--- config.mk ---
export PLATFORM = sky130hd
export DESIGN_NAME = mem_ctrl_flat
export DESIGN_NICKNAME = d
export VERILOG_FILES = /design/src/rtl/mem_ctrl_pkg.sv /design/src/rtl/mem_ctrl_if.sv /design/src/rtl/mem_ctrl_ext.sv /design/src/rtl/mem_ctrl.sv /design/src/flat_wrapper.sv
export SDC_FILE = /design/constraint.sdc
export NUM_CORES = 1
export LEC_CHECK = 0
export CAP_MARGIN = 20
export CORE_ASPECT_RATIO = 1.75
export CORE_UTILIZATION = 26
export DETAILED_ROUTE_END_ITERATION = 7
export PLACE_DENSITY_LB_ADDON = 0.12
export SYNTH_ARGS = -nofsm -noshare
export SYNTH_HDL_FRONTEND = slang
export SYNTH_SLANG_ARGS = --single-unit
--- constraint.sdc ---
create_clock -name clk -period 3.6 [get_ports clk]
set_input_delay 0.54 -clock clk [delete_from_list [all_inputs] [get_ports clk]]
set_output_delay 0.54 -clock clk [all_outputs]
set_load 0.01 [all_outputs]
--- src/rtl/mem_ctrl_pkg.sv ---
// Shared types and helpers for the byte-serial RAM port controller.
package mem_ctrl_pkg;

  // Access type encoding presented on mem_req_type.
  typedef enum logic [3:0] {
    MEM_NONE = 4'd0,
    MEM_LB   = 4'd1,
    MEM_LH   = 4'd2,
    MEM_LW   = 4'd3,
    MEM_LBU  = 4'd4,
    MEM_LHU  = 4'd5,
    MEM_SB   = 4'd6,
    MEM_SH   = 4'd7,
    MEM_SW   = 4'd8
  } mem_type_e;

  typedef enum logic [1:0] {
    ST_IDLE = 2'd0,
    ST_XFER = 2'd1,
    ST_TAIL = 2'd2,
    ST_DONE = 2'd3
  } state_e;

  typedef enum logic {
    OWNER_IF  = 1'b0,
    OWNER_MEM = 1'b1
  } owner_e;

  // Number of byte beats an access needs.
  function automatic logic [2:0] nbytes_of(input mem_type_e t);
    case (t)
      MEM_LB, MEM_LBU, MEM_SB: return 3'd1;
      MEM_LH, MEM_LHU, MEM_SH: return 3'd2;
      default:                 return 3'd4;
    endcase
  endfunction

  function automatic logic is_store(input mem_type_e t);
    return (t == MEM_SB) || (t == MEM_SH) || (t == MEM_SW);
  endfunction

  // Encodings outside LB..SW (including NONE) never start a transfer.
  function automatic logic is_valid_type(input logic [3:0] t);
    return (t >= 4'd1) && (t <= 4'd8);
  endfunction

endpackage

--- src/rtl/mem_ctrl_if.sv ---
// Request/response and RAM pin bundle between the pipeline stages, the
// controller and the byte-wide RAM.
interface mem_ctrl_if #(
  parameter int ADDR_WIDTH = 32
);
  // Instruction fetch side
  logic                  if_req;
  logic [ADDR_WIDTH-1:0] if_addr;
  logic                  if_flush;
  logic                  if_busy;
  logic                  if_done;
  logic [31:0]           if_data;
  // MEM stage side
  logic                  mem_req;
  logic [ADDR_WIDTH-1:0] mem_req_addr;
  logic [31:0]           mem_req_data;
  logic [3:0]            mem_req_type;
  logic                  mem_busy;
  logic                  mem_done;
  logic [31:0]           mem_rdata;
  // RAM pins
  logic [ADDR_WIDTH-1:0] ram_a;
  logic [7:0]            ram_dout;
  logic [7:0]            ram_din;
  logic                  ram_wr;

  // Controller view
  modport slave (
    input  if_req, if_addr, if_flush,
    output if_busy, if_done, if_data,
    input  mem_req, mem_req_addr, mem_req_data, mem_req_type,
    output mem_busy, mem_done, mem_rdata,
    output ram_a, ram_dout, ram_wr,
    input  ram_din
  );

  // Requester / RAM view
  modport master (
    output if_req, if_addr, if_flush,
    input  if_busy, if_done, if_data,
    output mem_req, mem_req_addr, mem_req_data, mem_req_type,
    input  mem_busy, mem_done, mem_rdata,
    input  ram_a, ram_dout, ram_wr,
    output ram_din
  );
endinterface

--- src/rtl/mem_ctrl_ext.sv ---
// Load result extension: sign- or zero-extends the reassembled bytes.
module mem_ext
  import mem_ctrl_pkg::*;
(
  input  logic [31:0] rbuf,
  input  mem_type_e   mem_type,
  output logic [31:0] ext_data
);

  // Pick the extension by access type; words pass straight through.
  always_comb begin
    ext_data = rbuf;
    case (mem_type)
      MEM_LB:  ext_data = {{24{rbuf[7]}}, rbuf[7:0]};
      MEM_LBU: ext_data = {24'd0, rbuf[7:0]};
      MEM_LH:  ext_data = {{16{rbuf[15]}}, rbuf[15:0]};
      MEM_LHU: ext_data = {16'd0, rbuf[15:0]};
      default: ;
    endcase
  end

endmodule

--- src/rtl/mem_ctrl.sv ---
// Arbitrates IF fetches and MEM accesses onto a single byte-wide RAM port,
// issuing one byte beat per cycle and reassembling loads.
module mem_ctrl
  import mem_ctrl_pkg::*;
#(
  parameter int ADDR_WIDTH = 32,
  parameter bit MEM_PRIO   = 1'b1
) (
  input  logic      clk,
  input  logic      rst,
  mem_ctrl_if.slave bus
);

  state_e                state_q, state_d;
  owner_e                owner_q;
  mem_type_e             type_q;
  logic [ADDR_WIDTH-1:0] base_q;
  logic [2:0]            cnt_q, nbytes_q;
  logic [31:0]           wdata_q, rbuf_q;
  logic [31:0]           if_data_q, mem_rdata_q, ext_data;

  logic       if_ok, mem_ok;
  logic       accept_if, accept_mem;
  logic       store_q, last_beat, if_kill;
  logic [2:0] cnt_m1, nb_m1;

  // A flushed fetch never competes; MEM_NONE never competes.
  assign if_ok     = bus.if_req && !bus.if_flush;
  assign mem_ok    = bus.mem_req && is_valid_type(bus.mem_req_type);
  assign store_q   = is_store(type_q);
  assign last_beat = (cnt_q == nbytes_q - 3'd1);
  assign cnt_m1    = cnt_q - 3'd1;
  assign nb_m1     = nbytes_q - 3'd1;
  // Branch redirect kills only a fetch that is already under way.
  assign if_kill   = (owner_q == OWNER_IF) && bus.if_flush;

  mem_ext u_ext (
    .rbuf     (rbuf_q),
    .mem_type (type_q),
    .ext_data (ext_data)
  );

  assign bus.if_busy  = (state_q != ST_IDLE);
  assign bus.mem_busy = (state_q != ST_IDLE);
  // Results are visible in the done cycle and then held in registers.
  assign bus.if_data   = bus.if_done ? ext_data : if_data_q;
  assign bus.mem_rdata = (bus.mem_done && !store_q) ? ext_data : mem_rdata_q;

  // State register.
  always_ff @(posedge clk) begin
    // NOTE: sequential state uses non-blocking assignment so every register
    // samples pre-edge values regardless of process evaluation order.
    if (rst) state_q <= ST_IDLE;
    else     state_q <= state_d;
  end

  // Next-state, arbitration and RAM pin decode.
  always_comb begin
    // NOTE: every output gets a default before the case so no path leaves a
    // signal unassigned, which would otherwise infer a latch.
    state_d      = state_q;
    accept_if    = 1'b0;
    accept_mem   = 1'b0;
    bus.ram_a    = '0;
    bus.ram_dout = '0;
    bus.ram_wr   = 1'b0;
    bus.if_done  = 1'b0;
    bus.mem_done = 1'b0;
    case (state_q)
      ST_IDLE: begin
        if (mem_ok && (MEM_PRIO || !if_ok)) accept_mem = 1'b1;
        else if (if_ok)                     accept_if  = 1'b1;
        if (accept_mem || accept_if) state_d = ST_XFER;
      end
      ST_XFER: begin
        bus.ram_a = base_q + ADDR_WIDTH'(cnt_q);
        if (store_q) begin
          bus.ram_wr   = 1'b1;
          bus.ram_dout = wdata_q[{cnt_q[1:0], 3'b000} +: 8];
        end
        if (last_beat) state_d = store_q ? ST_DONE : ST_TAIL;
      end
      ST_TAIL: state_d = ST_DONE;
      ST_DONE: begin
        state_d = ST_IDLE;
        if (owner_q == OWNER_MEM) bus.mem_done = 1'b1;
        else if (!bus.if_flush)   bus.if_done  = 1'b1;
      end
      default: state_d = ST_IDLE;
    endcase
    if (if_kill && (state_q != ST_IDLE)) state_d = ST_IDLE;
  end

  // Transfer context, byte collection and result holding registers.
  always_ff @(posedge clk) begin
    // NOTE: the context and read buffer are reset too so that every output
    // (including held load data) is a known zero straight out of reset.
    if (rst) begin
      base_q      <= '0;
      type_q      <= MEM_NONE;
      owner_q     <= OWNER_IF;
      cnt_q       <= '0;
      nbytes_q    <= '0;
      wdata_q     <= '0;
      rbuf_q      <= '0;
      if_data_q   <= '0;
      mem_rdata_q <= '0;
    end else begin
      if (accept_mem) begin
        base_q   <= bus.mem_req_addr;
        type_q   <= mem_type_e'(bus.mem_req_type);
        owner_q  <= OWNER_MEM;
        cnt_q    <= '0;
        nbytes_q <= nbytes_of(mem_type_e'(bus.mem_req_type));
        wdata_q  <= bus.mem_req_data;
        rbuf_q   <= '0;
      end else if (accept_if) begin
        base_q   <= bus.if_addr;
        type_q   <= MEM_LW;
        owner_q  <= OWNER_IF;
        cnt_q    <= '0;
        nbytes_q <= 3'd4;
        wdata_q  <= '0;
        rbuf_q   <= '0;
      end
      if (state_q == ST_XFER) begin
        cnt_q <= cnt_q + 3'd1;
        // RAM read data lags the address by one cycle.
        if (!store_q && (cnt_q != 3'd0))
          rbuf_q[{cnt_m1[1:0], 3'b000} +: 8] <= bus.ram_din;
      end
      if (state_q == ST_TAIL)
        rbuf_q[{nb_m1[1:0], 3'b000} +: 8] <= bus.ram_din;
      if (bus.if_done)              if_data_q   <= ext_data;
      if (bus.mem_done && !store_q) mem_rdata_q <= ext_data;
    end
  end

endmodule

--- src/flat_wrapper.sv ---
// flat-port wrapper written by rule: the top's interface ports become plain ports
module mem_ctrl_flat import mem_ctrl_pkg::*;
#(
  parameter int ADDR_WIDTH = 32,
  parameter bit MEM_PRIO   = 1'b1
)
  (clk, rst, bus_if_req, bus_if_addr, bus_if_flush, bus_if_busy, bus_if_done, bus_if_data, bus_mem_req, bus_mem_req_addr, bus_mem_req_data, bus_mem_req_type, bus_mem_busy, bus_mem_done, bus_mem_rdata, bus_ram_a, bus_ram_dout, bus_ram_wr, bus_ram_din);
  mem_ctrl_if #(.ADDR_WIDTH(ADDR_WIDTH)) bus_i ();
  input  logic clk;
  input  logic rst;
  input wire logic [$bits(bus_i.if_req)-1:0] bus_if_req;
  input wire logic [$bits(bus_i.if_addr)-1:0] bus_if_addr;
  input wire logic [$bits(bus_i.if_flush)-1:0] bus_if_flush;
  output wire logic [$bits(bus_i.if_busy)-1:0] bus_if_busy;
  output wire logic [$bits(bus_i.if_done)-1:0] bus_if_done;
  output wire logic [$bits(bus_i.if_data)-1:0] bus_if_data;
  input wire logic [$bits(bus_i.mem_req)-1:0] bus_mem_req;
  input wire logic [$bits(bus_i.mem_req_addr)-1:0] bus_mem_req_addr;
  input wire logic [$bits(bus_i.mem_req_data)-1:0] bus_mem_req_data;
  input wire logic [$bits(bus_i.mem_req_type)-1:0] bus_mem_req_type;
  output wire logic [$bits(bus_i.mem_busy)-1:0] bus_mem_busy;
  output wire logic [$bits(bus_i.mem_done)-1:0] bus_mem_done;
  output wire logic [$bits(bus_i.mem_rdata)-1:0] bus_mem_rdata;
  output wire logic [$bits(bus_i.ram_a)-1:0] bus_ram_a;
  output wire logic [$bits(bus_i.ram_dout)-1:0] bus_ram_dout;
  output wire logic [$bits(bus_i.ram_wr)-1:0] bus_ram_wr;
  input wire logic [$bits(bus_i.ram_din)-1:0] bus_ram_din;
  assign bus_i.if_req = bus_if_req;
  assign bus_i.if_addr = bus_if_addr;
  assign bus_i.if_flush = bus_if_flush;
  assign bus_if_busy = bus_i.if_busy;
  assign bus_if_done = bus_i.if_done;
  assign bus_if_data = bus_i.if_data;
  assign bus_i.mem_req = bus_mem_req;
  assign bus_i.mem_req_addr = bus_mem_req_addr;
  assign bus_i.mem_req_data = bus_mem_req_data;
  assign bus_i.mem_req_type = bus_mem_req_type;
  assign bus_mem_busy = bus_i.mem_busy;
  assign bus_mem_done = bus_i.mem_done;
  assign bus_mem_rdata = bus_i.mem_rdata;
  assign bus_ram_a = bus_i.ram_a;
  assign bus_ram_dout = bus_i.ram_dout;
  assign bus_ram_wr = bus_i.ram_wr;
  assign bus_i.ram_din = bus_ram_din;
  mem_ctrl #(.ADDR_WIDTH(ADDR_WIDTH), .MEM_PRIO(MEM_PRIO)) u_core (.clk(clk), .rst(rst), .bus(bus_i));
endmodule
# ---- After elaboration in Yosys (flattened, before gate mapping)
# Index checks and enable logic that the tools add are counted.
dict set report classes {
  add_sub_neg 6
  order_cmp 2
  n_eq_ne 19
  n_shift 5
  n_mux 47
  bitwise 1
  n_reduce_logical 21
}
# operator n
set ops {}
lappend ops {{32-bit 2-to-1 mux} 14}
lappend ops {{32-bit case mux with 4 select lines} 1}
lappend ops {{32-bit bitwise mux} 2}
lappend ops {{8-bit by 7-bit variable shift with 32-bit output (first input constant)} 2}
lappend ops {{8-bit by 7-bit indexed part select with 32-bit output} 2}
lappend ops {{32-bit by 3-bit adder with 32-bit output} 1}
lappend ops {{4-bit by 3-bit == test with 1-bit output (second input constant)} 8}
lappend ops {{32-bit by 6-bit indexed part select with 8-bit output} 1}
lappend ops {{1-bit 2-to-1 mux} 17}
lappend ops {{8-bit 2-to-1 mux} 2}
lappend ops {{3-bit 2-to-1 mux} 5}
lappend ops {{5-bit negation with 7-bit output} 2}
lappend ops {{4-bit by 1-bit == test with 1-bit output (second input constant)} 2}
lappend ops {{4-bit by 2-bit == test with 1-bit output (second input constant)} 2}
lappend ops {{4-bit 2-to-1 mux} 2}
lappend ops {{2-bit case mux with 4 select lines} 1}
lappend ops {{1-bit logical AND} 7}
lappend ops {{3-bit case mux with 2 select lines} 1}
lappend ops {{3-bit nonzero test} 2}
lappend ops {{3-bit OR reduction} 2}
lappend ops {{2-bit == test (second input constant)} 2}
lappend ops {{4-bit == test (second input constant)} 1}
lappend ops {{4-bit by 1-bit greater-or-equal comparator with 1-bit output (second input constant)} 1}
lappend ops {{4-bit <= comparator (second input constant)} 1}
lappend ops {{other kinds (14)} 20}
dict set report totals {
  reg_bits 173
  inputBits 113
  out_inout_bits 109
}

# ---- Depth between registers and ports, before layout
dict set report depth {
  ltp_word 15
  ltp_mapped 9
  mapped_depth_nobuf 7
}

# ---- Modules after synthesis
# A second synthesis with hierarchy kept.
dict set report hier_totals {
  hier_cells 1030
  area_unflattened_um2 9024.9
}
# module instances cells_per_inst area_each_um2
set by_module_without_submodules {}
lappend by_module_without_submodules {mem_ctrl 1 985 8690.8}
lappend by_module_without_submodules {mem_ext 1 45 334.1}

# ---- Worst setup path after synthesis
# No wires, ideal clock.
dict set report synth_path {
  path_type {flip-flop to output port}
  from {register u_core.cnt_q[0]}
  to {output port bus_ram_a[22]}
  t_arrival_ns 2.114
  path_slack_ns 0.946
  stages_incl_launch_ff 8
  path_buffers 0
  path_cell_list {dfxtp_1 -> ha_1 -> fa_1 -> a21oi_1 -> nor4_2 -> nand4_1 -> xor2_1 -> nor2_1}
}
dict set report synth_via {
  elab_chain_cells 2
}
# element line
set synth_rtl {}
lappend synth_rtl {{start: declaration} mem_ctrl.sv:18} ;# logic [2:0] cnt_q, nbytes_q;
lappend synth_rtl {{start signal: assignment} mem_ctrl.sv:127} ;# cnt_q <= cnt_q + 3'd1;
lappend synth_rtl {{32-bit by 3-bit adder with 32-bit output} mem_ctrl.sv:76} ;# bus.ram_a = base_q + ADDR_WIDTH'(cnt_q);
lappend synth_rtl {{32-bit 2-to-1 mux} mem_ctrl.sv:69} ;# case (state_q)
lappend synth_rtl {{end: declaration} flat_wrapper.sv:24} ;# output wire logic [$bits(bus_i.ram_a)-1:0] bus_ram_a;
# No other way between the ends.

# ---- Worst setup path after layout
dict set report layout_path {
  from {register u_core.cnt_q[0]}
  to {output port bus_ram_a[16]}
}
# Same word-level chain as after synthesis.

==> results.cfg <==
[clocking]
root_buffer = clkbuf_16
htree_num_levels = 4
cts_made_buffers = 17
clockBufferDepth = 2
insertion_delay_ns = 0.45
clock_sinks = 173
cts.clk_slew.worst_paths_ns = 0.07
tritoncts = yes
cts_hold_buffers = 0

[sta]
period_share_pct = 95.7
setup-tns-final_ns = 0
skew_ns = 0.00819
finalSetupViolCount = 0
setup_slack_ns = 0.154
worst_pin_slew_ns = 0.935
slew_headroom_pct = 37.5
hold_viol = 0
rsz0062_at_grt = false
fmax_mhz = 290
slew_viol_final = 0
period_minus_slack_ns = 3.45

[place]
io_buffers = 221
hpwlAfterDp_mm = 21.3
dp_slack_ns = 0.506
gp_congestion = 0.781

[floorplan]
ios = 222
coreArea_um2 = 33100
row_count = 88
die_w_um = 141
die_area_um2 = 34600
dieHeight_um = 245
initial_core_util_pct = 26.6

[worst_setup_path]
end_kind = output pin
slowest_stage = clkdlybuf4s50_1
path_class = reg -> out
timing.critical_path.cells = ha_1 > fa_1 > a21oi_1 > nor4_2 > buf_4 > nand2_1 > xor2_1 > nor2_1 > clkdlybuf4s50_1
cp_max_fo = 10
crit_path_start_kind = flip-flop
critical_path_arrival_ns = 2.91
crit_required_ns = 3.06
path_buf_inv = 2
cpLargestDelayFamily = buffers and inverters
slowest_delay_ns = 0.58

[worst_hold_path]
hp-class = reg -> reg

[final_layout]
final_common_cell = clkdlybuf4s50_1
area_growth_pct = 36.8
layout.nets = 1360
final_cell_mix = clkdlybuf4s50_1, a21oi_1, dfxtp_1, nor2_1, nand2_1
drive_gt1_share_pct = 8.14

[synth]
synth-edff-count = 0
synth_simple_gate_area_share_pct = 22.7
yosys_warnings = 0
synth_compound_area_share_pct = 22.9
yosysUniqueCellTypes = 55
synth_nets = 1181
synth_xor_area_share_pct = 3.25
synth_top_family_by_area = compound AO/OA/AOI/OAI gates
syn_avg_cell_area_um2 = 8.39
yosys_register_bits = 173
syn_inst = 1049
synthArstFlopShare_pct = 0
synth_fa_ha_area_share_pct = 2.78
netlist_area_um2 = 8810
yosysSeqAreaShare_pct = 39.3
synth_mux_area_share_pct = 4.36
synthFlopType = dfxtp_1

[grt]
track_usage_pct = 17.3
grt_pass1_wl_mm = 45.8
grt_pass1_vias = 8040
grt_max_degree = 89
antenna_found_initial = 2
grt_overflow = 0

[power_and_ir_drop]
combPwrFrac_pct = 30.4
p_per_area_nw_per_um2 = 488
swShare_pct = 34.3
ir_drop_mv = 0.359
seq_power_share_pct = 38.2
p_leak_nw = 4.06
power.switching_mw = 2.02
clockPowerShare_pct = 31.4
internal_power_mw = 3.86

[run]
drv_cap = 0

[routing]
dr.pass1.iters = 7
drt_iter0_drc = 375
drc = 0
wl_per_cell_um = 17.5
wl_mm = 29.6
viasPerCell = 4.94
antenna_left = 0
route.vias.total = 8357

[outcome]
outcome = finished, final reports clean
-- tightest hold or removal path: stages (launching register included) --
cell and delay [ns]:
dfxtp_1 0.31, nand3_1 0.06, a21oi_1 0.06
-- cell type report --
| cell class | instances | area, um^2 |
|---|---|---|
| diodes | 2 | 5.00 |
| clock buffers | 21 | 470 |
| clock inverters | 11 | 106 |
| fillers | 3502 | 21100 |
| inverters | 12 | 45.0 |
| multi-input cells | 779 | 4950 |
| flip-flops and latches | 173 | 3460 |
| well taps | 450 | 563 |
| repair buffers | 245 | 2440 |
-- routing by layer --
metal | global-route usage, % | wire, um | up-vias
met5 | 0 | 0 | -
met4 | 6.36 | 677 | 0
met3 | 3.51 | 1320 | 30
met2 | 32.0 | 15900 | 210
met1 | 19.2 | 11700 | 3950
li1 | - | - | 4167
-- metrics by stage --
stage | hold slack [ns] | util (%) | total power [mW] | cell area [um^2] | instances
finish | 0.465 | 36.4 | 5.88 | 12000 | 1693
global route | 0.486 | 36.4 | 6.24 | 12000 | 1693
CTS | 0.467 | 36.3 | 5.99 | 12000 | 1691
detailed placement | 0.458 | 34.6 | 4.11 | 11500 | 1659
global placement | 0.452 | 34.6 | 4.09 | 11500 | 1659
floorplan | 0.445 | - | 3.39 | 8810 | 1049
-- cells by family (layout without fill, tap and decap cells) --
family,after synthesis,after routing
XOR/XNOR,31,31
other,0,2
AO/OA/AOI/OAI,325,325
buffers and inverters,97,289
AND/OR/NAND/NOR,378,378
adder cells (fa/ha/maj),19,19
multiplexers,26,26
flip-flops,173,173
-- power by group through the flow --
stage               Sequential [mW]  Combinational, mW  Clock, mW
floorplan                      2.24               1.14          0
global placement               2.29               1.80          0
detailed placement             2.29               1.82          0
CTS                            2.25               1.83       1.92
global route                   2.27               1.99       1.98
finish                         2.25               1.79       1.85
-- repair_timing --
| item | CTS | global route |
|---|---|---|
| setup buffers | 0 | 0 |
| resized for setup | 0 | 1 |
| endpoints found under the setup margin | 0 | 8 |
-- state kept, by name, summed over array words and instances, names as in the netlist --
| register | count |
|---|---|
| u_core.rbuf_q | 32 |
| u_core.cnt_q | 3 |
| u_core.nbytes_q | 3 |
| u_core.if_data_q | 32 |
| u_core.base_q | 32 |
| u_core.wdata_q | 32 |
| u_core.mem_rdata_q | 32 |
| u_core.type_q | 4 |
| u_core.owner_q | 1 |
| u_core.state_q | 2 |
-- cell usage after synthesis, drive strengths merged, types with 6 or more instances --
master | instances | share of area (%)
a22oi | 32 | 2.7
nand3 | 45 | 2.6
xor2 | 19 | 1.9
nor2b | 41 | 3.0
nor3b | 21 | 1.8
ha | 18 | 2.6
nand2 | 61 | 2.6
dfxtp | 173 | 39
xnor2 | 11 | 1.1
and2 | 7 | 0.50
a21oi | 192 | 11
mux2 | 16 | 2.1
a221oi | 16 | 1.6
a211oi | 48 | 4.1
or3 | 6 | 0.43
nand4 | 14 | 0.99
nand2b | 32 | 2.3
nor3 | 24 | 1.7
inv | 12 | 0.51
mux4 | 8 | 2.0
and3 | 19 | 1.3
buf | 27 | 1.6
o21ai | 11 | 0.63
clkbuf | 58 | 2.5
nor2 | 94 | 4.0
a221o | 16 | 1.8
-- path summary, 6_finish.rpt --
kind / depth (start not counted) / startpoint / slack [ns] / end
min: 2 / u_core.wdata_q[27] / 0.47 / u_core.wdata_q[27]
max: 9 / u_core.cnt_q[0] / 0.15 / bus_ram_a[16]
max reg2reg: 7 / u_core.cnt_q[0] / 0.94 / u_core.rbuf_q[21]
min reg2reg: 2 / u_core.wdata_q[27] / 0.47 / u_core.wdata_q[27]
No activity file was read; power rests on OpenSTA's default activity.
